$ cat src/rtl/spectrum_bar_quantizer.sv
// -----------------------------------------------------------------------------
// spectrum_bar_quantizer
//
// Turns one frame of FFT bin magnitudes into 0..8 bar heights for a display.
// A frame is captured into a shadow register on a mag_valid strobe. It is then
// quantized one bin per clock into working registers. The whole frame is
// published to the outputs in a single cycle, so the display never sees a
// half-updated frame.
//
// Optional feature: define SPECTRUM_PEAK_HOLD_EN to build per-bin peak-hold
// registers with timed decay. When it is undefined, peak_level mirrors
// bar_level.
//
// Ports
//   clk          rising-edge clock
//   rst_n        asynchronous active-low reset
//   magnitudes   NUM_BINS x MAG_W bin magnitudes, stable while mag_valid is high
//   mag_valid    one-cycle frame strobe from the FFT stage
//   out_ready    display has consumed the current frame
//   bar_level    NUM_BINS x 4 quantized bar heights (0..8)
//   peak_level   NUM_BINS x 4 peak-hold heights (0..8)
//   frame_valid  bar_level/peak_level hold a new frame (high while in DONE)
//   busy         a frame is being processed or awaiting the display
//   drop_count   saturating count of strobes that arrived while not accepting
// -----------------------------------------------------------------------------
module spectrum_bar_quantizer #(
    parameter int NUM_BINS    = 16,
    parameter int MAG_W       = 18,
    parameter int MAG_SHIFT   = 10,
    parameter int HOLD_FRAMES = 4
) (
    input  logic             clk,
    input  logic             rst_n,
    input  logic [MAG_W-1:0] magnitudes [NUM_BINS],
    input  logic             mag_valid,
    input  logic             out_ready,
    output logic [3:0]       bar_level  [NUM_BINS],
    output logic [3:0]       peak_level [NUM_BINS],
    output logic             frame_valid,
    output logic             busy,
    output logic [7:0]       drop_count
);

    localparam int IDX_W = (NUM_BINS > 1) ? $clog2(NUM_BINS) : 1;

    if (NUM_BINS < 2 || HOLD_FRAMES < 1) begin : g_param_check
        $error("spectrum_bar_quantizer: NUM_BINS must be >= 2 and HOLD_FRAMES >= 1");
    end

    typedef enum logic [1:0] {IDLE, PROC, DONE} state_t;

    state_t             state, state_next;
    logic [IDX_W-1:0]   idx;
    logic [MAG_W-1:0]   shadow     [NUM_BINS];
    logic [3:0]         work_level [NUM_BINS];
    logic [3:0]         cur_level;
    logic               last_bin;
    logic               accept;
    logic               drop;

    // Level = bit position of the MSB of the shifted magnitude plus one, capped at 8.
    function automatic logic [3:0] quantize(input logic [MAG_W-1:0] mag);
        logic [MAG_W-1:0] v;
        logic [3:0]       lvl;
        v   = mag >> MAG_SHIFT;
        lvl = 4'd0;
        for (int i = 0; i < MAG_W; i++) begin
            if (v[i]) lvl = (i >= 8) ? 4'd8 : 4'(i + 1);
        end
        return lvl;
    endfunction

    assign cur_level = quantize(shadow[idx]);
    assign last_bin  = (state == PROC) && (idx == IDX_W'(NUM_BINS - 1));
    // A frame is taken from IDLE, or from DONE when the display releases the
    // previous frame in the same cycle. Any other strobe while busy is lost.
    assign accept    = mag_valid && ((state == IDLE) || ((state == DONE) && out_ready));
    assign drop      = mag_valid && ((state == PROC) || ((state == DONE) && !out_ready));

    // ---------------- FSM: state register ----------------
    always_ff @(posedge clk or negedge rst_n) begin : p_state
        // NOTE: every clocked assignment is non-blocking so all registers see pre-edge values.
        if (!rst_n) state <= IDLE;
        else        state <= state_next;
    end

    // ---------------- FSM: next state ----------------
    always_comb begin : p_next
        // NOTE: default assignment first, so no path through the case can infer a latch.
        state_next = state;
        unique case (state)
            IDLE:    if (mag_valid) state_next = PROC;
            PROC:    if (last_bin)  state_next = DONE;
            DONE:    if (out_ready) state_next = mag_valid ? PROC : IDLE;
            default: state_next = IDLE;
        endcase
    end

    // ---------------- FSM: outputs ----------------
    // The outputs are loaded on the edge that enters DONE, so frame_valid can be decoded from the state.
    always_comb begin : p_out
        busy        = (state != IDLE);
        frame_valid = (state == DONE);
    end

    // ---------------- shadow capture ----------------
    // NOTE: the shadow register is pure data, qualified by the FSM, so it has no reset.
    always_ff @(posedge clk) begin : p_shadow
        if (accept) shadow <= magnitudes;
    end

    // ---------------- per-bin datapath and publish ----------------
    always_ff @(posedge clk or negedge rst_n) begin : p_datapath
        if (!rst_n) begin
            idx        <= '0;
            drop_count <= '0;
            for (int i = 0; i < NUM_BINS; i++) begin
                work_level[i] <= '0;
                bar_level[i]  <= '0;
            end
        end else begin
            if (drop && (drop_count != 8'hFF)) drop_count <= drop_count + 8'd1;

            if (accept) begin
                idx <= '0;
            end else if (state == PROC) begin
                work_level[idx] <= cur_level;
                idx             <= last_bin ? '0 : idx + IDX_W'(1);
                // The last bin's level is still combinational on this edge, so bypass it in.
                if (last_bin) begin
                    for (int i = 0; i < NUM_BINS; i++)
                        bar_level[i] <= (i == int'(idx)) ? cur_level : work_level[i];
                end
            end
        end
    end

`ifdef SPECTRUM_PEAK_HOLD_EN
    localparam int HC_W = (HOLD_FRAMES > 1) ? $clog2(HOLD_FRAMES) : 1;

    logic [3:0]      peak     [NUM_BINS];
    logic [HC_W-1:0] hold_cnt [NUM_BINS];
    logic [3:0]      new_peak;
    logic [HC_W-1:0] new_hold;

    // A fresh level at or above the held peak restarts the hold. Otherwise the
    // peak drops by one step each time the hold time for that bin expires.
    always_comb begin : p_peak_next
        new_peak = peak[idx];
        new_hold = hold_cnt[idx];
        if (cur_level >= peak[idx]) begin
            new_peak = cur_level;
            new_hold = '0;
        end else if (hold_cnt[idx] == HC_W'(HOLD_FRAMES - 1)) begin
            new_peak = peak[idx] - 4'd1;
            new_hold = '0;
        end else begin
            new_hold = hold_cnt[idx] + HC_W'(1);
        end
    end

    always_ff @(posedge clk or negedge rst_n) begin : p_peak
        if (!rst_n) begin
            for (int i = 0; i < NUM_BINS; i++) begin
                peak[i]       <= '0;
                hold_cnt[i]   <= '0;
                peak_level[i] <= '0;
            end
        end else if (state == PROC) begin
            peak[idx]     <= new_peak;
            hold_cnt[idx] <= new_hold;
            if (last_bin) begin
                for (int i = 0; i < NUM_BINS; i++)
                    peak_level[i] <= (i == int'(idx)) ? new_peak : peak[i];
            end
        end
    end
`else
    assign peak_level = bar_level;
`endif

endmodule

$ cat config.mk
export PLATFORM = sky130hd
export DESIGN_NAME = spectrum_bar_quantizer
export DESIGN_NICKNAME = d
export VERILOG_FILES = /design/src/rtl/spectrum_bar_quantizer.sv
export SDC_FILE = /design/constraint.sdc
export NUM_CORES = 1
export LEC_CHECK = 0
export BUFFER_PORTS_ARGS = -buffer_cell sky130_fd_sc_hd__buf_2
export CAP_MARGIN = 20
export CORE_MARGIN = 3
export CORE_UTILIZATION = 35
export CTS_CLUSTER_DIAMETER = 80
export DETAILED_ROUTE_END_ITERATION = 6
export GPL_ROUTABILITY_DRIVEN = 0
export SYNTH_ARGS = -nofsm -noshare
export SYNTH_HDL_FRONTEND = slang
export SYNTH_SLANG_ARGS = --single-unit
$ cat constraint.sdc
create_clock -name clk -period 30.4 [get_ports clk]
set_input_delay 6.08 -clock clk [delete_from_list [all_inputs] [get_ports clk]]
set_output_delay 6.08 -clock clk [all_outputs]
set_load 0.01 [all_outputs]
==> out/results.tsv, run 1 <==
stage	metric	value	unit
worst_setup_path	Crit Path Max Fanout	85	
synthesis	synth warn	0	
min_path	HP Class	register to register	
synthesis	post-synthesis compound-gate area fraction	9.22	%
power	Tot Pwr	1440	µW
route	number of DRC markers in iteration 0	384	
clock_network	postcts setup bufs	0	
route	Detailed Routing Iterations Pass 1	4	
floorplanning	std cell rows	64	
worst_setup_path	crit-path max cell delay	0.89	ns
timing	worst relative slew slack	28.2	%
worst_setup_path	Critical-path top delay cell	buf_4	
timing	final setup violation count	0	
global_routing	first-pass GRT wire length	40400	µm
worst_setup_path	Worst path most repeated cell	buf_4	
route	DRC Markers	0	
timing	Slew Limit Fails	0	
power	Pwr per Cell Area	106	nW/µm²
clock_network	Clock transition at path regs	0.06	ns
placement	dpl ws	22.10	ns
layout	Area growth, synth to finish	21.1	%
clock_network	PostCTS Resize Cnt	0	
worst_setup_path	critical path type	input port to register	
clock_network	CTS Hold Bufs	0	
floorplanning	Ports	430	
timing	Final Critical Period	7.74	ns
layout	register area	7300	µm²
synthesis	synthesis-stage register bit count	266	
clock_network	H-tree levels	1	
timing	post-route setup slack	22.66	ns
layout	n_diodes	0	
worst_setup_path	Top Family by Delay on Critical Path	buffers and inverters	
clock_network	Num CTS Buffers	30	
timing	Setup TNS	0	ns
route	WL per Instance	18.3	µm
global_routing	total grt overflow	0	
synthesis	syn_nets	1133	
timing	RSZ-0062 raised after global routing	no	
synthesis	main combinational cell family by area after synthesis	multiplexers	
global_routing	vias in the first global route	7084	
synthesis	Synth Instances	836	
timing	crit share post-route	25.5	%
worst_setup_path	Buf/Inv on CP	3	
timing	Slew @ Worst Pin	1.08	ns
worst_setup_path	crit path DAT	7.89	ns
global_routing	GRT Resource Usage Total	15.1	%
synthesis	area of the mapped netlist	11200	µm²
worst_setup_path	CP Launch Type	input port	
clock_network	Root Buffer	clkbuf_16	
worst_setup_path	CP Data Required Time	30.55	ns
route	Via Count	7148	
floorplanning	initial core utilization	36.1	%
floorplanning	core box area	31100	µm²
status	status	finished, final reports clean	
power	Psw	524	µW
timing	Hold Vio Cnt, Final	0	
clock_network	worst-skew pair later-pin latency	0.54	ns
synthesis	synthesized area per cell	13.4	µm²
synthesis	number of synthesized flops with an enable pin	128	
synthesis	Yosys cell types	45	
synthesis	post-synthesis sequential area ratio	65.0	%
clock_network	CTS tree	yes	
global_routing	pin count of the biggest net entering global routing	105	
placement	Post-DP HPWL	17400	µm
clock_network	Longest Clk Path Bufs	3	
route	number of routed nets with antenna violations	0	
synthesis	Post-Synth XOR/XNOR Area	0.625	%
synthesis	Adder-Cell Fraction of Synth Area	0.558	%
power	Clk network pwr share	26.9	%
layout	fin nets	1331	
floorplanning	die area	34200	µm²
worst_setup_path	Cell Chain, Critical Path	buf_2 -> nor2b_1 -> nor3b_2 -> buf_4 -> buf_4	
synthesis	ys flop type	dfrtp_1	
power	Int Power	914	µW
power	Sw Share	36.5	%
floorplanning	width of the die	185	µm
layout	multi-input logic area	3210	µm²
power	combinational share of power	34.9	%
global_routing	antenna violations before repair	6	
timing	Fmax	129	MHz
route	Avg Vias per Cell	4.92	
layout	share of layout cells above drive strength 1	35.3	%
power	Peak VDD IR	0.0611	mV
synthesis	mux share of post-synthesis cell area	9.89	%
route	drt total wl	26600	µm
synthesis	fraction of registers with async set/reset	51.9	%
run	max cap viols	0	
power	leak pwr	0.00611	µW
placement	I/O Buffers	269	
clock_network	# clock sinks	266	
floorplanning	die height	185	µm
timing	Clock Skews	0.00738	ns
synthesis	simple-gate share of the synthesized area	8.01	%
worst_setup_path	endpoint class of the critical path	register	
power	sequential power share	38.2	%
layout	fill count	2884	
==> sequential cells by signal, indices dropped and copies added (netlist names) <==
name,count
state,2
work_level,60
bar_level,64
shadow,128
drop_count,8
idx,4
==> cells in the final DEF (no fill, tap or decap), types with 5 or more instances in the layout <==
cell	synthesis	layout
mux4_1	24	24
buf_2	7	268
clkbuf_1	31	5
a22o_1	17	17
nand3_1	28	27
dfrtp_1	138	136
nor2_1	24	23
ha_1	5	5
mux4_2	11	11
clkbuf_16	0	31
o31ai_1	20	19
inv_1	7	7
o21ai_0	57	57
clkbuf_8	0	6
buf_4	64	10
clkinv_2	0	6
a22oi_1	8	8
and2_1	5	5
edfxtp_1	128	128
mux2_2	17	17
a21oi_1	37	37
nand2_1	142	142
bufinv_16	0	5
==> synthesized netlist by cell type (5+ instances only) <==
cell type | n | area (µm²)
nand2_1 | 142 | 533
dfrtp_1 | 138 | 3450
edfxtp_1 | 128 | 3840
buf_4 | 64 | 480
o21ai_0 | 57 | 285
a21oi_1 | 37 | 185
clkbuf_1 | 31 | 116
nand3_1 | 28 | 140
mux4_1 | 24 | 631
nor2_1 | 24 | 90.1
o31ai_1 | 20 | 150
a22o_1 | 17 | 149
mux2_2 | 17 | 191
mux4_2 | 11 | 248
buf_1 | 9 | 33.8
a22oi_1 | 8 | 60.1
buf_2 | 7 | 35.0
inv_1 | 7 | 26.3
nor2b_1 | 6 | 37.5
and2_1 | 5 | 31.3
ha_1 | 5 | 62.6
==> per-layer routing <==
metal	up-vias	track usage [%]	share of wire, %
met2	252	25.1	47
li1	3386	-	-
met1	3455	20.4	45
met5	-	0	0.24
met4	10	3.39	1.9
met3	45	3.46	6.4
==> area by class of cell <==
type	count	share of cell area [%]
clock buffers	42	6.46
clock inverters	14	1.50
inverters	7	0.193
multi-input cells	448	23.7
flip-flops and latches	266	53.7
well taps	396	3.65
repair buffers	281	10.8
==> power groups by stage <==
stage	combinational, µW	clock (µW)	sequential [µW]
5_1_grt	556	414	563
6_report	502	387	549
3_5_place_dp	510	0	559
3_3_place_gp	503	0	555
4_1_cts	511	397	552
2_1_floorplan	360	0	558
==> final timing paths <==
check                                      startpoint                         end  slack, ns  cells past startpoint
max                                         out_ready        shadow[71]$_DFFE_PP_      22.66                      5
max reg2reg                        idx[0]$_DFFE_PN0P_   bar_level[10]$_DFFE_PN0P_      26.63                      7
min                        work_level[28]$_DFFE_PN0P_  work_level[28]$_DFFE_PN0P_       0.47                      2
min reg2reg                work_level[28]$_DFFE_PN0P_  work_level[28]$_DFFE_PN0P_       0.47                      2
min in group asynchronous                       rst_n   bar_level[58]$_DFFE_PN0P_       5.52                      1
max in group asynchronous                       rst_n  work_level[26]$_DFFE_PN0P_      23.49                      2
==> tightest hold or removal path, cell delays in order, from the launching register on <==
cell and delay (ns):
dfrtp_1 0.34, nand2_1 0.05, o31ai_1 0.05
==> metrics by stage <==
stage          util (%)  area [µm²]  std cells  hold slack [ns]
6_report           43.7       13600       1454            0.470
5_1_grt            43.7       13600       1454            0.500
4_1_cts            43.6       13500       1452            0.475
3_5_place_dp       40.1       12500       1396            0.462
3_3_place_gp       40.1       12500       1396            0.455
2_1_floorplan         -       11200        836            0.443
==> cell families after synthesis <==
logic type	after synthesis
flops	266
simple gates	216
compound gates	163
buf+inv	122
mux	56
xor+xnor	8
fa+ha+maj	5
Note: power is estimated with default switching activity, not from simulation.
==> inputs of run 2 (changes only) <==
==> constraint.sdc (replaced) <==
create_clock -name clk -period 7.5 [get_ports clk]
set_input_delay 1.5 -clock clk [delete_from_list [all_inputs] [get_ports clk]]
set_output_delay 1.5 -clock clk [all_outputs]
set_load 0.01 [all_outputs]
==> out/results.tsv, run 2 (synthesis results as in run 1) <==
stage	metric	value	unit	change
worst_setup_path	Cell Chain, Critical Path	buf_4 -> mux4_1 -> mux4_2 -> nor2_1 -> a41o_1 -> o211ai_1 -> o21a_1		
power	Peak VDD IR	0.208	mV	+240%
worst_setup_path	reg-to-reg startpoint	idx[0]$_DFFE_PN0P_		
layout	non-filler instance count after layout	1450		-0.28%
power	Int Power	3560	µW	+290%
worst_setup_path	CP Launch Type	register		
power	Psw	2090	µW	+300%
min_path	Hold Startpoint	work_level[30]$_DFFE_PN0P_		
power	Sw Share	37.0	%	+0.51 points
clock_network	PostCTS Resize Cnt	0		unchanged
route	number of DRC markers in iteration 0	376		-2.1%
worst_setup_path	CP Data Required Time	7.93	ns	-22.62 ns
placement	Post-DP HPWL	18000	µm	+3.2%
placement	I/O Buffers	269		unchanged
timing	RSZ-0062 raised after global routing	no		
placement	Post-DP Area	12500	µm²	+0.17%
layout	Largest Register	shadow		
layout	Largest regs	shadow: 128 flops, bar_level: 64 flops, work_level: 60 flops		
timing	Setup TNS	0	ns	unchanged
power	Clk network pwr share	24.5	%	-2.4 points
floorplanning	initial core utilization	36.1	%	unchanged
floorplanning	core box area	31100	µm²	unchanged
clock_network	CTS Hold Bufs	0		unchanged
floorplanning	die height	185	µm	unchanged
global_routing	first-pass GRT wire length	40600	µm	+0.54%
worst_setup_path	crit-path max cell delay	0.81	ns	-0.08 ns
min_path	hold endpoint	work_level[30]$_DFFE_PN0P_		
power	sequential power share	38.9	%	+0.7 points
worst_setup_path	Critical-path top delay cell	a41o_1		
layout	fin nets	1331		unchanged
clock_network	worst-skew pair later-pin latency	0.54	ns	about the same
clock_network	H-tree levels	1		unchanged
layout	Area growth, synth to finish	19.7	%	
global_routing	vias in the first global route	7066		-0.25%
global_routing	pin count of the biggest net entering global routing	105		unchanged
timing	Slew @ Worst Pin	1.07	ns	-0.00954 ns
floorplanning	width of the die	185	µm	unchanged
worst_setup_path	FF-to-FF End	bar_level[6]$_DFFE_PN0P_		
layout	max FFs per register	128		unchanged
timing	Clock Skews	0.0135	ns	+0.00615 ns
worst_setup_path	R2R depth	7		unchanged
clock_network	# clock sinks	266		unchanged
route	WL per Instance	18.3	µm	-0.19%
min_path	HP Class	register to register		
floorplanning	Ports	430		unchanged
clock_network	Root Buffer	clkbuf_16		
timing	crit share post-route	48.7	%	
route	DRC Markers	0		unchanged
route	number of routed nets with antenna violations	0		unchanged
layout	most common cell after layout, fill and taps aside	buf_2		
worst_setup_path	endpoint class of the critical path	register		
run	max cap viols	0		unchanged
clock_network	Longest Clk Path Bufs	3		unchanged
status	status	finished, final reports clean		
route	Avg Vias per Cell	4.90		-0.26%
clock_network	Clock transition at path regs	0.06	ns	about the same
layout	most frequent cells in the layout	268 x buf_2, 142 x nand2_1, 136 x dfrtp_1, 128 x edfxtp_1, 57 x o21ai_0		
floorplanning	die area	34200	µm²	unchanged
clock_network	Num CTS Buffers	29		-3.3%
power	combinational share of power	36.5	%	+1.6 points
power	Pwr per Cell Area	421	nW/µm²	+300%
timing	Slew Limit Fails	0		unchanged
route	Detailed Routing Iterations Pass 1	4		unchanged
clock_network	postcts setup bufs	0		unchanged
floorplanning	std cell rows	64		unchanged
power	leak pwr	0.00602	µW	-1.4%
worst_setup_path	crit path DAT	4.08	ns	-3.81 ns
worst_setup_path	critical path type	register to register		
route	Via Count	7110		-0.53%
route	drt total wl	26500	µm	-0.46%
worst_setup_path	Crit Path Max Fanout	32		-62%
global_routing	GRT Resource Usage Total	15.2	%	+0.076 points
timing	Hold Vio Cnt, Final	0		unchanged
timing	final setup violation count	0		unchanged
global_routing	antenna violations before repair	4		-2
layout	share of layout cells above drive strength 1	34.5	%	-0.75 points
worst_setup_path	worst reg2reg setup slack	3.85	ns	-22.78 ns
clock_network	CTS tree	yes		
placement	placed insts	1398		+0.14%
timing	Fmax	274	MHz	
timing	worst relative slew slack	28.9	%	+0.64 points
global_routing	total grt overflow	0		unchanged
layout	final instance area	13400	µm²	-1.1%
timing	Final Critical Period	3.65	ns	
min_path	Worst Hold Depth	2		unchanged
==> run 2: cell count changes in the layout (fill, tap and decap cells not counted) <==
cell,before,now
clkinv_1,0,3
buf_4,10,12
clkbuf_1,5,6
bufinv_16,5,3
nor3b_2,1,0
buf_6,2,1
diode_2,0,2
buf_8,0,1
clkinv_2,6,2
clkbuf_16,31,29
clkbuf_8,6,3
nor3b_4,0,1
buf_16,1,0
==> run 2: final cells by class <==
class | instances | area (µm²)
fillers | 2944 | 17600
inverters | 7 | 26.3
well taps | 396 | 495
clock inverters | 11 | 135
multi-input cells | 448 | 3220
flip-flops and latches | 266 | 7300
diodes | 2 | 5.00
repair buffers | 282 | 1460
clock buffers | 38 | 790
==> run 2: metrics by stage <==
| step | worst slack [ns] | power, µW | hold WS [ns] | util (%) |
|---|---|---|---|---|
| detailed placement | 3.69 | 4340 | 0.461 | 40.2 |
| global placement | 3.71 | 4290 | 0.454 | 40.2 |
| floorplan | 0.320 | 3700 | 0.443 | - |
| CTS | 3.68 | 5740 | 0.474 | 43.2 |
| global route | 3.57 | 6040 | 0.502 | 43.2 |
| finish | 3.85 | 5650 | 0.474 | 43.2 |
==> run 2: worst max path at each step <==
stage / from / slack, ns / end / depth (start not counted)
floorplan: out_ready / 0.32 / shadow[100]$_DFFE_PP_ / 2
global placement: idx[0]$_DFFE_PN0P_ / 3.71 / bar_level[6]$_DFFE_PN0P_ / 7
detailed placement: idx[0]$_DFFE_PN0P_ / 3.69 / bar_level[6]$_DFFE_PN0P_ / 7
CTS: idx[0]$_DFFE_PN0P_ / 3.68 / bar_level[6]$_DFFE_PN0P_ / 7
global route: idx[0]$_DFFE_PN0P_ / 3.57 / bar_level[6]$_DFFE_PN0P_ / 7
finish: idx[0]$_DFFE_PN0P_ / 3.85 / bar_level[6]$_DFFE_PN0P_ / 7
==> run 2: metal layers <==
metal | wire [µm] | track usage [%]
met1 | 11800 | 20.8
met2 | 12100 | 24.5
met3 | 2000 | 3.89
met4 | 498 | 3.42
met5 | 34 | 0
==> run 2: power groups by stage <==
stage	clock network (µW)	registers [µW]	logic (µW)
after global placement	0	2210	2070
after floorplan	0	2240	1460
after global routing	1490	2260	2290
after detailed placement	0	2240	2100
final	1390	2200	2060
after CTS	1420	2210	2100
==> run 2: critical path: cells and delay by family, from the launching register on <==
kind                   cells  cell delay, ns
multiplexers               2            1.21
AND/OR/NAND/NOR            1            0.24
AO/OA/AOI/OAI              3            1.14
flip-flops                 1            0.42
buffers and inverters      1            0.50
==> inputs of run 3 (changes only) <==
==> constraint.sdc (replaced) <==
create_clock -name clk -period 3.06 [get_ports clk]
set_input_delay 0.612 -clock clk [delete_from_list [all_inputs] [get_ports clk]]
set_output_delay 0.612 -clock clk [all_outputs]
set_load 0.01 [all_outputs]
==> out/results.tsv, run 3 (synthesis results as in run 1) <==
stage	metric	value	unit	change
power	Peak VDD IR	0.563	mV	+170%
worst_setup_path	worst reg2reg setup slack	0.29	ns	-3.56 ns
timing	Setup TNS	0	ns	unchanged
global_routing	GRT Resource Usage Total	15.2	%	+0.043 points
layout	non-filler instance count after layout	1471		+1.4%
floorplanning	die height	185	µm	unchanged
floorplanning	width of the die	185	µm	unchanged
clock_network	# clock sinks	266		unchanged
timing	Hold Vio Cnt, Final	0		unchanged
timing	RSZ-0062 raised after global routing	no		
status	status	finished, final reports clean		
worst_setup_path	FF-to-FF End	work_level[38]$_DFFE_PN0P_		
worst_setup_path	CP Data Required Time	3.47	ns	-4.46 ns
floorplanning	core box area	31100	µm²	unchanged
global_routing	pin count of the biggest net entering global routing	70		-33%
placement	placed insts	1419		+1.5%
timing	post-route setup slack	0.290	ns	-3.56 ns
timing	Fmax	361	MHz	+32%
min_path	HP Class	input port to async pin		
layout	most common cell after layout, fill and taps aside	buf_2		
floorplanning	std cell rows	64		unchanged
layout	Largest Register	shadow		
clock_network	Longest Clk Path Bufs	3		unchanged
worst_setup_path	Crit Path Max Fanout	21		-34%
timing	Clock Skews	0.0104	ns	-0.00311 ns
clock_network	Clock transition at path regs	0.06	ns	about the same
clock_network	CTS Hold Bufs	0		unchanged
floorplanning	Ports	430		unchanged
clock_network	worst-skew pair later-pin latency	0.54	ns	about the same
power	Int Power	9180	µW	+160%
power	Pwr per Cell Area	1050	nW/µm²	+150%
route	WL per Instance	18.0	µm	-1.4%
worst_setup_path	reg-to-reg startpoint	idx[0]$_DFFE_PN0P_		
route	DRC Markers	0		unchanged
worst_setup_path	endpoint class of the critical path	register		
floorplanning	die area	34200	µm²	unchanged
clock_network	Root Buffer	clkbuf_16		
global_routing	antenna violations before repair	4		unchanged
layout	fill count	2888		-1.9%
power	Clk network pwr share	24.3	%	-0.2 points
placement	I/O Buffers	269		unchanged
worst_setup_path	CP Launch Type	register		
timing	final setup violation count	0		unchanged
worst_setup_path	crit path DAT	3.18	ns	-0.90 ns
worst_setup_path	critical path type	register to register		
layout	n_diodes	0		-2
power	combinational share of power	38.2	%	+1.7 points
worst_setup_path	CP Launch Point	idx[0]$_DFFE_PN0P_		
power	leak pwr	0.00620	µW	+2.9%
route	Avg Vias per Cell	4.82		-1.7%
clock_network	Num CTS Buffers	29		unchanged
layout	most frequent cells in the layout	268 x buf_2, 142 x nand2_1, 136 x dfrtp_1, 128 x edfxtp_1, 57 x o21ai_0		
global_routing	first-pass GRT wire length	40700	µm	+0.22%
route	drt total wl	26500	µm	about the same
floorplanning	initial core utilization	36.1	%	unchanged
placement	dpl ws	0.112	ns	-3.58 ns
layout	fin nets	1351		+1.5%
layout	Area growth, synth to finish	22.7	%	
placement	Post-DP HPWL	18800	µm	+4.6%
power	Psw	5200	µW	+150%
timing	Slew Limit Fails	0		unchanged
run	max cap viols	0		unchanged
power	sequential power share	37.5	%	-1.4 points
route	Detailed Routing Iterations Pass 1	4		unchanged
layout	Largest regs	shadow: 128 flops, bar_level: 64 flops, work_level: 60 flops		
timing	hold_ws	0.0608	ns	-0.413 ns
timing	Slew @ Worst Pin	0.737	ns	-0.331 ns
global_routing	total grt overflow	0		unchanged
route	Via Count	7093		-0.24%
route	number of DRC markers in iteration 0	389		+3.5%
global_routing	vias in the first global route	7246		+2.5%
clock_network	H-tree levels	1		unchanged
timing	worst relative slew slack	50.8	%	+22 points
layout	max FFs per register	128		unchanged
power	Sw Share	36.2	%	-0.81 points
clock_network	CTS tree	yes		
route	number of routed nets with antenna violations	0		unchanged
timing	Final Critical Period	2.77	ns	-0.882 ns
worst_setup_path	R2R depth	7		unchanged
layout	share of layout cells above drive strength 1	36.1	%	+1.6 points
timing	crit share post-route	90.5	%	+42 points
[run 3: critical path, stage by stage (launching register included)]
cell and delay [ns]:
dfrtp_2 0.39, buf_12 0.19, mux4_1 0.63, mux4_2 0.55
nor2_1 0.16, a41o_2 0.34, buf_4 0.23, o21ai_0 0.11
[run 3: repair_timing]
action	CTS	global route
gates resized for setup	0	1
setup endpoints to repair	0	2
buffers inserted	0	0
[run 3: cell type report]
cell class	count	area, µm²	share of cell area, %
Inverter	7	26.3	0.191
Clock buffer	38	820	5.96
Multi-Input combinational cell	448	3230	23.5
Sequential cell	266	7300	53.0
Tap cell	396	495	3.60
Clock inverter	14	141	1.03
Timing Repair Buffer	302	1750	12.7
[run 3: power by group through the flow]
stage / Combinational [µW] / Clock, µW / Sequential, µW
finish: 5500 / 3490 / 5390
global placement: 5560 / 0 / 5430
detailed placement: 5640 / 0 / 5480
global route: 6080 / 3740 / 5530
CTS: 5650 / 3590 / 5420
floorplan: 3580 / 0 / 5460
[run 3: worst max path at each step]
| stage | endpoint | slack, ns | cells after the start |
|---|---|---|---|
| finish | work_level[38]$_DFFE_PN0P_ | 0.29 | 7 |
| detailed placement | work_level[58]$_DFFE_PN0P_ | 0.11 | 7 |
| CTS | work_level[38]$_DFFE_PN0P_ | 0.09 | 7 |
| global route | work_level[12]$_DFFE_PN0P_ | 0.13 | 9 |
| global placement | work_level[54]$_DFFE_PN0P_ | 0.14 | 7 |
| floorplan | shadow[100]$_DFFE_PP_ | -1.35 | 2 |
[run 3: stage by stage]
step                total power [µW]  utilization (%)  instance area (µm²)
finish                         14400             44.3                13800
CTS                            14700             44.3                13800
global placement               11000             41.2                12800
floorplan                       9040                -                11200
global route                   15300             44.3                13800
detailed placement             11100             41.2                12800
[run 3: metal layers]
| layer | vias to the layer above | global-route usage, % | share of wire [%] |
|---|---|---|---|
| li1 | 3426 | - | - |
| met1 | 3365 | 20.6 | 44 |
| met2 | 256 | 25.1 | 47 |
| met3 | 42 | 3.53 | 6.8 |
| met4 | 4 | 3.69 | 2.4 |
| met5 | - | 0 | 0.10 |
